## src/rtl/dff_pipe_pkg.sv

```systemverilog
// Shared limits and helpers for the dff_pipe register pipeline.
// Both the pipeline top and its per-stage register import this package.
package dff_pipe_pkg;

    localparam int WIDTH_MIN = 1;
    localparam int WIDTH_MAX = 64;
    localparam int DEPTH_MIN = 1;
    localparam int DEPTH_MAX = 16;

    // Bits needed to count 0..depth valid stages.
    function automatic int occ_width(input int depth);
        return $clog2(depth + 1);
    endfunction

endpackage

```

## src/rtl/dff_pipe_en.sv

```systemverilog
// dff_en: one WIDTH-bit register with synchronous active-high reset and clock enable.
// Instantiated once per data stage of dff_pipe.
module dff_en
    import dff_pipe_pkg::*;
#(
    parameter int               WIDTH     = 8,
    parameter logic [WIDTH-1:0] RESET_VAL = '0
) (
    input  logic             clk,
    input  logic             rst,
    input  logic             en,
    input  logic [WIDTH-1:0] d,
    output logic [WIDTH-1:0] q
);

    logic [WIDTH-1:0] r_q;

    always_ff @(posedge clk) begin
        if (rst) begin
            r_q <= RESET_VAL;
        end else if (en) begin
            r_q <= d;
        end
    end

    assign q = r_q;

endmodule

```

## src/rtl/dff_pipe.sv

```systemverilog
// dff_pipe: DEPTH-stage enabled register pipeline with per-stage valid bits and occupancy count.
// Define DFF_PIPE_FLUSH_EN to add the flush port, which drops all valid bits but keeps data.
module dff_pipe
    import dff_pipe_pkg::*;
#(
    parameter int               WIDTH     = 8,
    parameter int               DEPTH     = 4,
    parameter logic [WIDTH-1:0] RESET_VAL = '0
) (
    input  logic                         clk,
    input  logic                         rst,
    input  logic                         en,
`ifdef DFF_PIPE_FLUSH_EN
    input  logic                         flush,
`endif
    input  logic [WIDTH-1:0]             d,
    input  logic                         d_valid,
    output logic [WIDTH-1:0]             out,
    output logic                         out_valid,
    output logic [occ_width(DEPTH)-1:0]  occ
);

    localparam int OCC_W = occ_width(DEPTH);

    logic [WIDTH-1:0] w_data [DEPTH];
    logic [DEPTH-1:0] r_vld;
    logic [DEPTH-1:0] w_vld_shift;
    logic [OCC_W-1:0] r_occ;
    logic [OCC_W-1:0] w_occ_next;
    logic             w_adv;

    // A flush freezes the data stages so their contents survive unchanged.
`ifdef DFF_PIPE_FLUSH_EN
    assign w_adv = en & ~flush;
`else
    assign w_adv = en;
`endif

    generate
        for (genvar gi = 0; gi < DEPTH; gi++) begin : g_stage
            if (gi == 0) begin : g_first
                dff_en #(
                    .WIDTH     (WIDTH),
                    .RESET_VAL (RESET_VAL)
                ) u_stage (
                    .clk (clk),
                    .rst (rst),
                    .en  (w_adv),
                    .d   (d),
                    .q   (w_data[gi])
                );
            end else begin : g_rest
                dff_en #(
                    .WIDTH     (WIDTH),
                    .RESET_VAL (RESET_VAL)
                ) u_stage (
                    .clk (clk),
                    .rst (rst),
                    .en  (w_adv),
                    .d   (w_data[gi-1]),
                    .q   (w_data[gi])
                );
            end
        end

        if (DEPTH == 1) begin : g_vld_one
            assign w_vld_shift = d_valid;
        end else begin : g_vld_many
            assign w_vld_shift = {r_vld[DEPTH-2:0], d_valid};
        end
    endgenerate

    // Counter stays in 0..DEPTH because it tracks exactly the ones in r_vld.
    assign w_occ_next = r_occ + OCC_W'(d_valid) - OCC_W'(r_vld[DEPTH-1]);

    always_ff @(posedge clk) begin
        if (rst) begin
            r_vld <= '0;
            r_occ <= '0;
        end
`ifdef DFF_PIPE_FLUSH_EN
        else if (flush) begin
            r_vld <= '0;
            r_occ <= '0;
        end
`endif
        else if (en) begin
            r_vld <= w_vld_shift;
            r_occ <= w_occ_next;
        end
    end

    assign out       = w_data[DEPTH-1];
    assign out_valid = r_vld[DEPTH-1];
    assign occ       = r_occ;

endmodule

```

## config.mk

```make
export PLATFORM = sky130hd
export DESIGN_NAME = dff_pipe
export DESIGN_NICKNAME = d
export VERILOG_FILES = /design/src/rtl/dff_pipe_pkg.sv /design/src/rtl/dff_pipe_en.sv /design/src/rtl/dff_pipe.sv
export SDC_FILE = /design/constraint.sdc
export NUM_CORES = 1
export LEC_CHECK = 0
export ABC_CLOCK_PERIOD_IN_PS = 1800
export CAP_MARGIN = 30
export CORE_MARGIN = 5
export CORE_UTILIZATION = 46
export CTS_CLUSTER_DIAMETER = 150
export CTS_CLUSTER_SIZE = 14
export DETAILED_ROUTE_END_ITERATION = 7
export GPL_ROUTABILITY_DRIVEN = 0
export PLACE_DENSITY_LB_ADDON = 0.08
export SLEW_MARGIN = 0
export SYNTH_ARGS = -nofsm -noshare
export SYNTH_HDL_FRONTEND = slang
export SYNTH_SLANG_ARGS = --single-unit
```

## constraint.sdc

```tcl
create_clock -name clk -period 1.8 [get_ports clk]
set_input_delay 0.45 -clock clk [delete_from_list [all_inputs] [get_ports clk]]
set_output_delay 0.45 -clock clk [all_outputs]
set_load 0.02 [all_outputs]
```

==> summary.md <==
| Metric | Value |
|---|---|
| Status | complete, no violations |
| Comb pwr share | 0.104 |
| Antenna fix cells | 0 |
| Slew at the pin closest to its max-slew limit | 0.3122 ns |
| Setup_tns | 0 ns |
| Maximum VDD drop | 0.5213 mV |
| Area Growth Syn to Fin | 21.16% |
| Die ar. | 4523 um2 |
| Final HPWL DP | 1504 um |
| Worst Hold Path Cells | 2 |
| PnR Total Power | 0.001574 W |
| Headroom to the max-slew limit | 0.7919 |
| Cell taking the most area after synthesis | dfxtp_1 |
| Max layer used | met4 |
| Crit-path leading delay family | buffers and inverters |
| CTS clk-pin slew, worst paths | 0.11 ns |
| Top-area cell type share of the netlist area | 0.5178 |
| LEAKAGE | 0.8679 nW |
| Switch Pwr | 0.0003643 W |
| Number of cell rows | 20 |
| Ports | 24 |
| Hold EP | g_stage[2].g_rest.u_stage.q[0] |
| Layout Skew | 0.007358 ns |
| CP cell instances | clkdlybuf4s50_1 |
| Sequential element share of the synthesized area | 0.5178 |
| Async S/R FF share, synth | 0 |
| Core area | 3103 um2 |
| Post-route ant nets | 0 |
| First-pass GRT wire length | 3898 um |
| Worst EP required | 1.35 ns |
| FF-to-FF Start | occ[0] |
| Worst min path class | register to register |
| CTS tree | built |
| Die H | 67.25 um |
| Die Wd | 67.25 um |
| Switching Share | 0.2315 |
| Crit Reg-Reg Endpoint | occ[2] |
| Number of global-route vias before repair | 921 |
| Int Pwr | 0.001209 W |
| R2R Setup Slk | 0.08 ns |
| R2R depth | 9 |
| Clock share of power | 0.316 |
| # DRC | 0 |
| # hold bufs at CTS | 0 |
| Mapped Nets | 150 |
| Crit-path max cell delay | 0.60 ns |
| Peak fanout along the critical path | 3 |
| Ys Warns | 0 |
| Final WL | 2256 um |
| Synthesized area per cell | 11.17 um2 |
| WP buf/inv | 1 |
| Commonest non-fill, non-tap cell in the layout | nor2_1 |
| DR iter-0 viols | 16 |
| Cells after Synth | 135 |
| # port buffers | 23 |
| Synth Cell Area | 1508 um2 |
| Sink Count | 39 |
| Htree depth | 2 |
| Detailed Routing Iterations Pass 1 | 3 |
| Slowest cell on crit path | clkdlybuf4s50_1 |
| Setup bufs post-CTS | 0 |
| Final Setup Violations | 0 |
| Pin count of the biggest net entering global routing | 33 |
| Routed wl met3 | 174 um |
| CTS max path bufs | 2 |
| Met2 routed WL | 941 um |
| Netlist cell types | 16 |
| CP endpoint kind | output pin |
| Endpoints failing hold | 0 |
| Fraction of layout cells with a size suffix above 1 | 0.1366 |
| Crit Path Category | register to output pin |
| TritonCTS Buffers | 5 |
| Clock period minus final worst setup slack | 1.748 ns |
| WP data arrival | 1.30 ns |
| Yosys reg bits | 39 |
| M1 wire length | 1094 um |
| Most frequent cells in the layout | 39 x nor2_1, 37 x mux2i_1, 37 x dfxtp_1 |
| Highest Clock Rate | 572.2 MHz |
| Pwr dens | 861.4 nW/um2 |
| RSZ-0062 raised after global routing | yes |
| Slew Limit Fails | 0 |
| Fin crit share | 0.9710 |
| Initial antenna violation count | 0 |
| CP Launch Type | register |
| Dpl ws | -0.2957 ns |
| Initial Utilization | 0.4859 |
| Via/cell ratio | 4.522 |
| Predominant post-synthesis flop cell | dfxtp_1 |
| # nets final | 175 |
| Root Driver | clkbuf_4 |
| EDFF count, synth | 0 |
| Worst-Skew Late Latency | 0.34 ns |
| GRT Overall Usage | 0.1161 |
| Final WS setup | 0.05224 ns |
| Max-cap violation count | 0 |
| DR WL/cell | 11.00 um |
| Synth top area cells | dfxtp_1 52%, mux2i_1 25%, nor2_1 9.7% |
| Total number of vias | 927 |
| Sequential Power Share | 0.579 |
| Min-delay src | g_stage[1].g_rest.u_stage.q[0] |
| GR Overflow Total | 0 |
tightest hold or removal path: stages, from the launching register on:
cell	delay (ns)
dfxtp_1	0.34
mux2i_1	0.07
nor2_1	0.07
how the worst max path moves through the flow:
stage               startpoint      to  slack [ns]  cells past startpoint
floorplan               occ[0]  occ[2]        0.01                      9
global placement       d_valid  occ[2]       -0.24                      7
detailed placement     d_valid  occ[2]       -0.30                      7
CTS                     occ[2]  occ[2]       0.003                      1
global route            occ[0]  occ[0]      -0.005                      1
finish                  occ[0]  occ[0]        0.05                      1
per-stage QoR:
stage	cells	area (um2)	hold slack, ns	util
floorplan	135	1510	0.4601	-
global placement	197	1720	0.4711	0.5544
detailed placement	197	1720	0.4825	0.5544
CTS	205	1790	0.5045	0.5770
global route	205	1827	0.5303	0.5887
finish	205	1827	0.5031	0.5887
flip-flops by register name, summed over array words and instances, names as in the netlist:
register,count
g_stage.g_first.u_stage.q,8
g_stage.g_rest.u_stage.q,24
occ,3
r_vld,4
cell usage after synthesis, types with 2 or more instances:
| cell type | count |
|---|---|
| mux2i_1 | 37 |
| nor2_1 | 39 |
| buf_12 | 4 |
| inv_1 | 3 |
| buf_2 | 2 |
| dfxtp_1 | 39 |
| ha_1 | 2 |
final cells by class:
cell class              instances  area (um2)
fillers                       288        1276
clock buffers                   8       68.82
multi-input cells              84       631.9
repair buffers                 27       276.5
flip-flops and latches         39       783.3
inverters                       3       11.26
well taps                      44       55.05
metal layers:
layer / up-vias / global-route usage
li1: 494 / -
met1: 407 / 0.1360
met2: 20 / 0.1706
met3: 6 / 0.04659
met4: 0 / 0.08354
met5: - / 0
logic make-up after synthesis:
kind of cell	Yosys count	share of synthesized area
AO/OA/AOI/OAI	3	0.01742
AND/OR/NAND/NOR	40	0.1012
XOR/XNOR	1	0.005810
flip-flops	39	0.5178
buffers and inverters	12	0.08216
adder cells (fa/ha/maj)	3	0.02987
multiplexers	37	0.2456
power groups by stage:
| stage | sequential (W) | combinational (W) | clock, W |
|---|---|---|---|
| global route | 0.000916 | 0.000181 | 0.000566 |
| detailed placement | 0.000930 | 0.000160 | 0 |
| finish | 0.000911 | 0.000164 | 0.000498 |
| global placement | 0.000929 | 0.000157 | 0 |
| CTS | 0.000911 | 0.000160 | 0.000520 |
| floorplan | 0.000936 | 0.000115 | 0 |
repair_timing:
item	in CTS	in global routing
resized for setup	2	10
endpoints found under the setup margin	2	5
pin swaps	1	1
Power figures use the tool's default switching activity.
